### config.mk
export PLATFORM = sky130hd
export DESIGN_NAME = adder_pipe_nbit
export DESIGN_NICKNAME = d
export VERILOG_FILES = /design/src/rtl/adder_pipe_nbit.sv
export SDC_FILE = /design/constraint.sdc
export NUM_CORES = 1
export LEC_CHECK = 0
export CAP_MARGIN = 10
export CORE_AREA = 2 2 107 109
export DETAILED_ROUTE_END_ITERATION = 10
export DIE_AREA = 0 0 109 111
export PLACE_DENSITY_LB_ADDON = 0.2
export SLEW_MARGIN = 15
export SYNTH_ARGS = -nofsm -noshare
export SYNTH_HDL_FRONTEND = slang
export SYNTH_SLANG_ARGS = --single-unit
export TNS_END_PERCENT = 10
### constraint.sdc
create_clock -name clk -period 6.3 [get_ports clk]
set_input_delay 1.26 -clock clk [delete_from_list [all_inputs] [get_ports clk]]
set_output_delay 1.26 -clock clk [all_outputs]
set_load 0.01 [all_outputs]
### src/rtl/adder_pipe_nbit.sv
// Pipelined WIDTH-bit adder/subtractor, one STAGE_BITS-wide carry slice per register stage.
// Define ADDER_PIPE_SAT_EN to saturate the result to the signed extreme on overflow.
module adder_pipe_nbit #(
    parameter int WIDTH      = 16,
    parameter int STAGE_BITS = 4
) (
    input  logic             clk,
    input  logic             rst,
    input  logic             in_valid,
    output logic             in_ready,
    input  logic [WIDTH-1:0] in_a,
    input  logic [WIDTH-1:0] in_b,
    input  logic             carry_in,
    input  logic             sub,
    output logic             out_valid,
    input  logic             out_ready,
    output logic [WIDTH-1:0] out,
    output logic             carry_out,
    output logic             overflow
);
    localparam int STAGES = WIDTH / STAGE_BITS;

    logic advance;
    logic accept;

    // Operands shift right as slices are consumed; finished sum slices enter at the top,
    // so after the last stage sum_reg holds the result in natural bit order.
    logic             valid_reg [STAGES];
    logic [WIDTH-1:0] a_reg     [STAGES];
    logic [WIDTH-1:0] b_reg     [STAGES];
    logic [WIDTH-1:0] sum_reg   [STAGES];
    logic             carry_reg [STAGES];
    logic             ovf_reg;

    logic             v_in      [STAGES];
    logic [WIDTH-1:0] a_nxt     [STAGES];
    logic [WIDTH-1:0] b_nxt     [STAGES];
    logic [WIDTH-1:0] sum_nxt   [STAGES];
    logic             carry_nxt [STAGES];
    logic             ovf_nxt;
`ifdef ADDER_PIPE_SAT_EN
    logic             sign_nxt;
    logic             sign_reg;
`endif

    assign advance  = ~out_valid | out_ready;
    assign in_ready = advance & ~rst;
    assign accept   = in_valid & in_ready;

    for (genvar gi = 0; gi < STAGES; gi++) begin : gen_stage
        logic [WIDTH-1:0]    a_src;
        logic [WIDTH-1:0]    b_src;
        logic [WIDTH-1:0]    sum_src;
        logic                c_src;
        logic [STAGE_BITS:0] slice_sum;

        if (gi == 0) begin : gen_first
            assign a_src   = in_a;
            assign b_src   = in_b ^ {WIDTH{sub}};
            assign c_src   = carry_in ^ sub;
            assign sum_src = '0;
            assign v_in[gi] = accept;
        end else begin : gen_next
            assign a_src   = a_reg[gi-1];
            assign b_src   = b_reg[gi-1];
            assign c_src   = carry_reg[gi-1];
            assign sum_src = sum_reg[gi-1];
            assign v_in[gi] = valid_reg[gi-1];
        end

        assign slice_sum = {1'b0, a_src[STAGE_BITS-1:0]} + {1'b0, b_src[STAGE_BITS-1:0]}
                         + {{STAGE_BITS{1'b0}}, c_src};

        assign a_nxt[gi]     = a_src >> STAGE_BITS;
        assign b_nxt[gi]     = b_src >> STAGE_BITS;
        assign sum_nxt[gi]   = (sum_src >> STAGE_BITS)
                             | (WIDTH'(slice_sum[STAGE_BITS-1:0]) << (WIDTH - STAGE_BITS));
        assign carry_nxt[gi] = slice_sum[STAGE_BITS];

        if (gi == STAGES - 1) begin : gen_last
            // Carry into the MSB is a^b^s at that bit; overflow is it XOR carry out.
            assign ovf_nxt = a_src[STAGE_BITS-1] ^ b_src[STAGE_BITS-1]
                           ^ slice_sum[STAGE_BITS-1] ^ slice_sum[STAGE_BITS];
`ifdef ADDER_PIPE_SAT_EN
            assign sign_nxt = a_src[STAGE_BITS-1];
`endif
        end
    end

    always_ff @(posedge clk) begin
        if (rst) begin
            for (int k = 0; k < STAGES; k++) begin
                valid_reg[k] <= 1'b0;
                a_reg[k]     <= '0;
                b_reg[k]     <= '0;
                sum_reg[k]   <= '0;
                carry_reg[k] <= 1'b0;
            end
            ovf_reg <= 1'b0;
        end else if (advance) begin
            for (int k = 0; k < STAGES; k++) begin
                valid_reg[k] <= v_in[k];
                if (v_in[k]) begin
                    a_reg[k]     <= a_nxt[k];
                    b_reg[k]     <= b_nxt[k];
                    sum_reg[k]   <= sum_nxt[k];
                    carry_reg[k] <= carry_nxt[k];
                end
            end
            if (v_in[STAGES-1]) begin
                ovf_reg <= ovf_nxt;
            end
        end
    end

    assign out_valid = valid_reg[STAGES-1];
    assign carry_out = carry_reg[STAGES-1];
    assign overflow  = ovf_reg;

`ifdef ADDER_PIPE_SAT_EN
    localparam logic [WIDTH-1:0] MIN_NEG = WIDTH'(1) << (WIDTH - 1);

    always_ff @(posedge clk) begin
        if (rst) begin
            sign_reg <= 1'b0;
        end else if (advance && v_in[STAGES-1]) begin
            sign_reg <= sign_nxt;
        end
    end

    assign out = ovf_reg ? (sign_reg ? MIN_NEG : ~MIN_NEG) : sum_reg[STAGES-1];
`else
    assign out = sum_reg[STAGES-1];
`endif

endmodule

After elaboration in Yosys (flattened, before gate mapping):

Memory sizes are Yosys's and may differ from the RTL's.
Index checks and enable logic that the tools add are counted.

* memories kept: 5
* register bits: 1
* word-level logic and storage cells: 89
* output and inout bits: 20
* bits in writable memories: 168
* input bits: 38

* bitwise logic cells: 33
* reductions and logical operators: 1
* muxes and demuxes: 41
* add/subtract/negate cells: 8

Memory list
* sum_reg: words 4, bits a word 16, rd ports 4, clocked after memory_dff 0, write ports 4, line 31 `logic [WIDTH-1:0] sum_reg [STAGES];`
* a_reg: words 4, bits a word 12, rd ports 3, clocked after memory_dff 0, write ports 4, line 29 `logic [WIDTH-1:0] a_reg [STAGES];`
* b_reg: words 4, bits a word 12, rd ports 3, clocked after memory_dff 0, write ports 4, line 30 `logic [WIDTH-1:0] b_reg [STAGES];`
* carry_reg: words 4, bits a word 1, rd ports 4, clocked after memory_dff 0, write ports 4, line 32 `logic carry_reg [STAGES];`
* valid_reg: words 4, bits a word 1, rd ports 4, clocked after memory_dff 0, write ports 4, line 28 `logic valid_reg [STAGES];`

Operator list (count)
* 12-bit 2-to-1 mux: 8
* 16-bit 2-to-1 mux: 4
* 12-bit by 16-bit OR with 16-bit output: 3
* 1-bit 2-to-1 mux: 29
* 1-bit OR: 21
* 4-bit by 4-bit adder with 5-bit output: 4
* 5-bit by 1-bit adder with 5-bit output: 4
* 16-bit XOR: 1
* 1-bit XOR: 4
* 1-bit AND: 2
* 1-bit NOT: 2
* 2-bit AND reduction: 1

Logic depth before layout (Yosys ltp):

Gate-level depths: netlist (run 1).
An unclocked memory read counts as a cell.

* depth in word-level cells: 10
* gate-level depth with buffers: 9
* depth with buffers taken out: 7

Worst setup path after synthesis (run 1):

Ideal clock, no wire load.

* path kind: in2out
* start point: in out_ready
* end point: out in_ready
* data required time: 5040 ps
* path buffers: 3
* slack: 3144 ps
* arrival time: 1896 ps
* stages on the path: 5
* cell sequence: nand2b_4 nor2b_4 buf_6 buf_6 buf_6

* longest elaborated chain between the ends: 2

Ends and longest elaborated chain
* start: declaration: line 16 `input logic out_ready,`
* 1-bit OR: line 46 `assign advance = ~out_valid | out_ready;`
* 1-bit AND: line 47 `assign in_ready = advance & ~rst;`
* end: declaration: line 10 `output logic in_ready,`

No other way between the ends.

Worst setup path in the final report (run 1):

* start point: in rst
* end point: out in_ready

* longest elaborated chain between the ends: 2

Ends and longest elaborated chain
* start: declaration: line 8 `input logic rst,`
* 1-bit NOT: line 47
* 1-bit AND: line 47

No other way between the ends.

==> results.toml, run 1 <==
[sta]
rsz0062_at_grt = "no"
final.setup.tns_ps = 0
skew_ps = 6.96
period_minus_slack_ps = 3870
setup_viol = 0
slew_headroom = 0.371
whs_ps = 524
timing.final.crit_share = 0.614
setup_ws_ps = 2430
fmax_ghz = 0.258
drv_slew = 0
finalHoldViolCount = 0
worstMarginPinSlew_ps = 943

[clocking]
cts_tree = "done"
cts_buffer_depth = 2
cts_resized = 0
path_clk_slew_ps = 60
cts_root_buffer = "clkbuf_16"
cts_setup_buffers = 0
htree_num_levels = 3
cts_sinks = 97
cts_hold_buffers = 0
cts_inserted_buffers = 9
clk_latency_ps = 340

[worst_hold_path]
hp-class = "flip-flop to flip-flop"
hp-start = "overflow"
hold_depth = 2
min_to = "overflow"

[pwr]
p_total_uw = 1470
seqPwrFrac = 0.523
p_sw_uw = 304
max-vdd-ir-drop_v = 0.000154
cell_internal_pwr_uw = 1170
p_leak_uw = 0.00227
power_frac_comb = 0.094
clockPowerShare = 0.383
power_switching_share = 0.206
power_per_cell_area_nw_per_um2 = 278

[route]
drt_iter0_drc = 158
drc = 0
dr.pass1.iters = 5
viasPerCell = 4.58
drt_wl_total_um = 6200
wl_per_cell_um = 12.5
ant_nets = 0
via_count = 2283

[critical_path]
cp_slowest_cell = "clkdlybuf4s50_1"
path_common_cell = "clkdlybuf4s50_1"
reg2reg_to = "a_reg[0][10]"
reg2regPathDepth = 6
r2r_start = "valid_reg[3]"
critPathCaptureType = "output port"
max_stage_delay_ps = 590
crit_arrival_ps = 2610
worst-path-max-fanout = 7
path_class = "input port to output port"
required_ps = 5040
start_kind = "input port"
ff2ff_setup_slack_ps = 3920
crit_path_cell_trace = "clkdlybuf4s50_1 -> nor2b_4 -> clkdlybuf4s50_1"

[logic_synthesis]
synth_top_cell_area_share = 0.667
syn_area_um2 = 4320
yosysSeqAreaShare = 0.672
synth_top_area_cell = "edfxtp_1"
synth_cell_types = 28
synth_edf_count = 96
synthFlopType = "edfxtp_1"
avgSynthCellArea_um2 = 14.6
synth_nets = 354
synth_warnings = 0
ys_seq_elements = 97
yosys-top-cells-area = "edfxtp_1, and3_1, fa_1"
async_reset_ff_frac = 0
syn_inst = 296
synthTopCellsByCount = "edfxtp_1, and3_1, nor2_1"
yosysMostFrequentCell = "edfxtp_1"

[final_layout]
register_area_um2 = 2900
fin_nets = 408
fillers = 973
drive_gt1_frac = 0.0789
design_area_um2 = 5310
area_growth_pct = 22.8
diodes = 0
multi_input_area_um2 = 1270
largest_reg_flops = 40

[placement]
io_buffers = 57
preCtsSetupSlack_ps = 2410
dp.final_hpwl_um = 4300
gp_congestion = 0.723
placedInstanceArea_um2 = 4990

[grt]
grtUsageTotal = 0.113
antenna_found_initial = 0
grt_max_degree = 70
grt_pass1_wl_um = 10600
grt_pass1_vias = 2213
grt_overflow_total = 0

[floorplanning]
coreArea_um2 = 11100
die_y_um = 111
die-width_um = 109
die-area_um2 = 12100
io_pins = 58
rows = 39
initial_core_util = 0.390

[job]
maxCapViolCount = 0

[status]
status = "finished, final reports clean"
## area by class of cell
cell class	instances	share of cell area
clock inverter	6	0.0156
inverter	16	0.0113
multi-input combinational	167	0.239
clock buffer	10	0.0432
timing repair buffer	59	0.110
sequential	97	0.547
tap	143	0.0337
## stage by stage
| step | std cells | utilization |
|---|---|---|
| global route | 498 | 0.479 |
| floorplan | 296 | - |
| global placement | 482 | 0.451 |
| detailed placement | 482 | 0.451 |
| finish | 498 | 0.479 |
| CTS | 498 | 0.479 |
## power groups by stage
stage / Combinational [uW] / Sequential, uW / Clock (uW)
6_report: 138 / 771 / 565
3_5_place_dp: 140 / 786 / 0
3_3_place_gp: 137 / 785 / 0
5_1_grt: 157 / 776 / 606
4_1_cts: 141 / 772 / 574
2_1_floorplan: 84.8 / 782 / 0
## critical path, delay by kind of cell
kind,cells,cell delay (ps)
buffers and inverters,2,1160
AND/OR/NAND/NOR,1,180
## per-layer routing
layer  vias to the layer above  share of wire  global-route usage
li1                       1177              -                   -
met1                      1041           0.48               0.151
met2                        55           0.45               0.173
met3                        10          0.043              0.0188
met4                         0          0.025              0.0667
met5                         -              0                   0
## worst max-delay path by stage
stage / startpoint / end / slack [ps] / depth (start not counted)
3_5_place_dp: sub / carry_reg[0] / 2410 / 8
2_1_floorplan: out_ready / in_ready / 3140 / 5
5_1_grt: out_ready / in_ready / 2390 / 4
3_3_place_gp: out_ready / in_ready / 2440 / 4
4_1_cts: out_ready / in_ready / 2420 / 4
6_report: rst / in_ready / 2430 / 3
## kinds of logic after synthesis
kind of cell    Yosys count  share of synthesized area
xor+xnor                 23                     0.0466
buf+inv                  32                     0.0353
flops                    97                      0.672
compound gates           21                     0.0316
fa+ha+maj                20                     0.0718
simple gates            103                      0.143
## cells in the final DEF (no fill, tap or decap)
cell type,instances
edfxtp_1,96
and3_1,65
clkdlybuf4s50_1,57
nor2_1,21
inv_1,15
xnor2_1,14
ha_1,12
xor2_1,9
clkbuf_16,9
a21o_1,8
fa_1,8
a21oi_1,7
nor2b_1,6
nand2_2,3
o21ai_0,3
a21oi_2,2
nor3_2,2
bufinv_16,2
clkinv_2,2
buf_4,2
nand2b_4,1
nor2b_4,1
nand2_4,1
inv_2,1
or2_2,1
nand2b_1,1
nor3_1,1
a311oi_1,1
clkbuf_1,1
clkinv_1,1
clkinv_4,1
dfxtp_1,1
No activity file was read; power rests on OpenSTA's default activity.
==> run 2: changes to the inputs <==
Clock period 6.3 ns to 3.32 ns, I/O delays scaled along.
==> run 2 against run 1 <==
  * Via count hardly changed
  * Critical path depth is 1 higher
  * Setup slack worse by 1800 ps
  * Sequential cell count stayed put
  * Critical endpoint unchanged
  * Largest cell class unchanged
  * Largest power group unchanged
==> results.toml, run 2 (same netlist as run 1, synthesis figures left out) <==
[critical_path]
crit_path_cell_trace = "clkdlybuf4s50_1 -> nand2b_4 -> nor2b_4 -> clkdlybuf4s50_1"
start_kind = "input port"
required_ps = 2660
max_stage_delay_ps = 550
path_class = "input port to output port"
reg2reg_to = "overflow"
crit_arrival_ps = 2040
path_common_cell = "clkdlybuf4s50_1"
cp_slowest_cell = "clkdlybuf4s50_1"
critPathCaptureType = "output port"
reg2regPathDepth = 6
worst-path-max-fanout = 7
ff2ff_setup_slack_ps = 1270
r2r_start = "carry_reg[2]"

[clocking]
cts_setup_buffers = 0
htree_num_levels = 3
cts_sinks = 97
cts_root_buffer = "clkbuf_16"
cts_inserted_buffers = 9
cts_tree = "done"
cts_buffer_depth = 2
clk_latency_ps = 330
cts_resized = 0
path_clk_slew_ps = 60
cts_hold_buffers = 0

[worst_hold_path]
hold_depth = 2
hp-start = "overflow"
hp-class = "flip-flop to flip-flop"
min_to = "overflow"

[route]
drt_iter0_drc = 140
wl_per_cell_um = 12.3
via_count = 2281
ant_nets = 0
dr.pass1.iters = 5
drc = 0
drt_wl_total_um = 6200
viasPerCell = 4.53

[status]
status = "finished, final reports clean"

[final_layout]
final_util = 0.483
final_cell_mix = "edfxtp_1, and3_1, clkdlybuf4s50_1, nor2_1, inv_1"
largest_reg_flops = 40
multi_input_area_um2 = 1270
diodes = 0
drive_gt1_frac = 0.0944
fin_nets = 413
fillers = 1017
final_common_cell = "edfxtp_1"
register_area_um2 = 2900
area_growth_pct = 23.8

[sta]
period_minus_slack_ps = 2700
slew_headroom = 0.478
fmax_ghz = 0.370
whs_ps = 519
setup_viol = 0
finalHoldViolCount = 0
final.setup.tns_ps = 0
worstMarginPinSlew_ps = 783
drv_slew = 0
rsz0062_at_grt = "no"
skew_ps = 11.1
timing.final.crit_share = 0.814

[grt]
grt_pass1_vias = 2297
grtUsageTotal = 0.113
antenna_found_initial = 0
grt_max_degree = 39
grt_overflow_total = 0
grt_pass1_wl_um = 10700

[floorplanning]
rows = 39
die_y_um = 111
coreArea_um2 = 11100
initial_core_util = 0.390
die-width_um = 109
io_pins = 58
die-area_um2 = 12100

[pwr]
power_per_cell_area_nw_per_um2 = 525
p_leak_uw = 0.00229
max-vdd-ir-drop_v = 0.000306

[placement]
io_buffers = 57
gp_congestion = 0.745
dp.final_hpwl_um = 4440

[job]
maxCapViolCount = 0
==> run 2: where the power goes <==
group          switching (uW)  internal, uW  total (uW)
Clock                     414           662        1080
Sequential               30.3          1430        1460
Combinational             131           136         268
==> run 2: worst max path at each step <==
stage	from	endpoint
floorplan	sub	carry_reg[0]
global placement	sub	sum_reg[0][15]
detailed placement	sub	sum_reg[0][15]
CTS	out_ready	in_ready
global route	out_ready	in_ready
finish	out_ready	in_ready
==> run 2: cell type report <==
type | instances | share of cell area
clock buffer | 10 | 0.0428
timing repair buffer | 64 | 0.116
multi-input combinational | 167 | 0.237
tap | 143 | 0.0334
sequential | 97 | 0.543
clock inverter | 6 | 0.0168
inverter | 16 | 0.0112
==> run 2: critical path: cells and delay by family <==
family | cells | cell delay (ps)
buffers and inverters | 2 | 1010
and+or+nand+nor | 2 | 360
==> run 2: routing by layer <==
metal	up-vias	track usage	wire (um)
met2	66	0.175	2840
met1	1029	0.155	2950
met3	4	0.0294	337
li1	1182	-	-
met4	0	0.0385	61
met5	-	0	0
==> run 2: per-stage QoR <==
stage	instances	total power [uW]	worst slack [ps]	instance area [um^2]
floorplan	296	1650	881	4320
global placement	487	1760	540	5030
detailed placement	487	1760	456	5030
CTS	503	2840	596	5350
global route	503	2920	568	5350
finish	503	2810	616	5350
==> run 3: changes to the inputs <==
Clock period 3.32 ns to 2.7 ns, I/O delays scaled along.
==> run 3 against run 2 <==
  * Cell area grew 0.44%
  * Setup slack got worse by 360 ps
  * First-iteration DRC count shrank 41%
  * Register-to-register slack worse by 620 ps
  * Global-route usage fell by 0.55 points
  * Sequential power increased by 23%
  * Utilization grew 0.21 points
  * Non-clock buffer count increased by 4
  * Clock power grew 12%
  * Clock-buffer cell count is the same
  * Sequential share of layout area fell by 0.24 points
  * Critical path type unchanged
  * Highest routed layer unchanged
==> results.toml, run 3 (same netlist as run 1, synthesis figures left out) <==
[status]
status = "finished, final reports clean"

[critical_path]
path_class = "input port to output port"
cp-endpoint = "in_ready"
r2r_start = "carry_reg[2]"
crit_arrival_ps = 1910
path_common_cell = "clkdlybuf4s50_1"
crit_family = "buffers and inverters"
critPathCaptureType = "output port"
max_stage_delay_ps = 550
crit_cells = 4
worst-path-max-fanout = 7
reg2regPathDepth = 6
crit_start = "out_ready"
start_kind = "input port"
critPathBufInv = 2
required_ps = 2160
reg2reg_to = "overflow"
cp_slowest_cell = "clkdlybuf4s50_1"
ff2ff_setup_slack_ps = 650
crit_path_cell_trace = "clkdlybuf4s50_1 -> nand2b_4 -> nor2b_4 -> clkdlybuf4s50_1"

[route]
top_layer = "met4"
viasPerCell = 4.43
drt_wl_total_um = 6050
wl_met1_um = 2860
dr_wl_met3_um = 330
ant_nets = 0
drt_iter0_drc = 83
drc = 0
wl_per_cell_um = 11.9
dr.pass1.iters = 4
wl_met2_um = 2790
via_count = 2245

[grt]
grt_max_degree = 70
grt_pass1_wl_um = 10200
grtUsageTotal = 0.108
antenna_found_initial = 0
grt_overflow_total = 0
grt_pass1_vias = 2225

[sta]
period_minus_slack_ps = 2450
worstMarginPinSlew_ps = 593
slew_headroom = 0.605
setup_viol = 0
finalHoldViolCount = 0
drv_slew = 0
rsz0062_at_grt = "no"
timing.final.crit_share = 0.906
fmax_ghz = 0.409
skew_ps = 6.01
final.setup.tns_ps = 0

[floorplanning]
coreArea_um2 = 11100
die-area_um2 = 12100
die_y_um = 111
die-width_um = 109
initial_core_util = 0.390
io_pins = 58
rows = 39

[pwr]
p_leak_uw = 0.00231
p_sw_uw = 692
clockPowerShare = 0.361
power_per_cell_area_nw_per_um2 = 622
max-vdd-ir-drop_v = 0.000379
power_switching_share = 0.207
power_frac_comb = 0.101
seqPwrFrac = 0.538
cell_internal_pwr_uw = 2650

[final_layout]
finalNonFillerCells = 507
largest_reg_flops = 40
final_cell_mix = "edfxtp_1, and3_1, clkdlybuf4s50_1, nor2_1, inv_1"
final_common_cell = "edfxtp_1"
drive_gt1_frac = 0.104
diodes = 0
area_growth_pct = 24.3
fin_nets = 417

[placement]
dp_cells = 491
gp_congestion = 0.713
dp.final_hpwl_um = 4350
io_buffers = 57

[clocking]
path_clk_slew_ps = 60
cts_resized = 0
cts_buffer_depth = 2
cts_root_buffer = "clkbuf_16"
cts_sinks = 97
cts_inserted_buffers = 9
cts_hold_buffers = 0
htree_num_levels = 3
cts_setup_buffers = 0
clk_latency_ps = 330
cts_tree = "done"

[job]
maxCapViolCount = 0

[worst_hold_path]
hp-class = "flip-flop to flip-flop"
-- run 3: cell types whose count changed in the layout (fill, tap and decap cells not counted), sizes merged --
cell      delta
bufinv       -1
buf          +4
clkinv       +3
clkinvlp     -1
inv          -1
-- run 3: worst min-delay path by stage --
stage,from,endpoint,slack [ps],depth (start not counted)
final,overflow,overflow,530,2
after CTS,overflow,overflow,530,2
after global routing,overflow,overflow,540,2
after floorplan,b_reg[0][19],b_reg[0][27],530,1
after detailed placement,overflow,overflow,520,2
after global placement,overflow,overflow,520,2
-- run 3: routing by layer --
metal  GRT usage  up-vias
met5           0        -
met1       0.139      988
met2       0.175       54
li1            -     1197
met3      0.0212        6
met4      0.0462        0
-- run 3: stage by stage --
stage               worst slack (ps)  utilization  area (um^2)  hold WS (ps)  power, uW
floorplan                        385            -         4320           528       2020
global placement                 139        0.459         5090           520       2170
detailed placement              95.4        0.459         5090           519       2170
CTS                              226        0.485         5370           527       3390
global route                     201        0.485         5370           544       3490
finish                           255        0.485         5370           526       3340
-- run 3: tightest hold or removal path, stage by stage (launching register included) --
cell      delay [ps]
dfxtp_1          310
a21oi_1          110
a311oi_1          60
-- run 3: power groups by stage --
stage	Sequential (uW)	Clock, uW	Combinational [uW]
floorplan	1830	0	198
global placement	1830	0	338
global route	1810	1300	381
CTS	1800	1240	345
detailed placement	1830	0	343
finish	1800	1210	338
-- run 3: final cells by class --
| cell class | instances | area [um^2] |
|---|---|---|
| clock buffer | 10 | 229 |
| clock inverter | 6 | 58.8 |
| fill | 1001 | 5700 |
| inverter | 16 | 60.1 |
| multi-input combinational | 167 | 1270 |
| sequential | 97 | 2900 |
| tap | 143 | 179 |
| timing repair buffer | 68 | 678 |
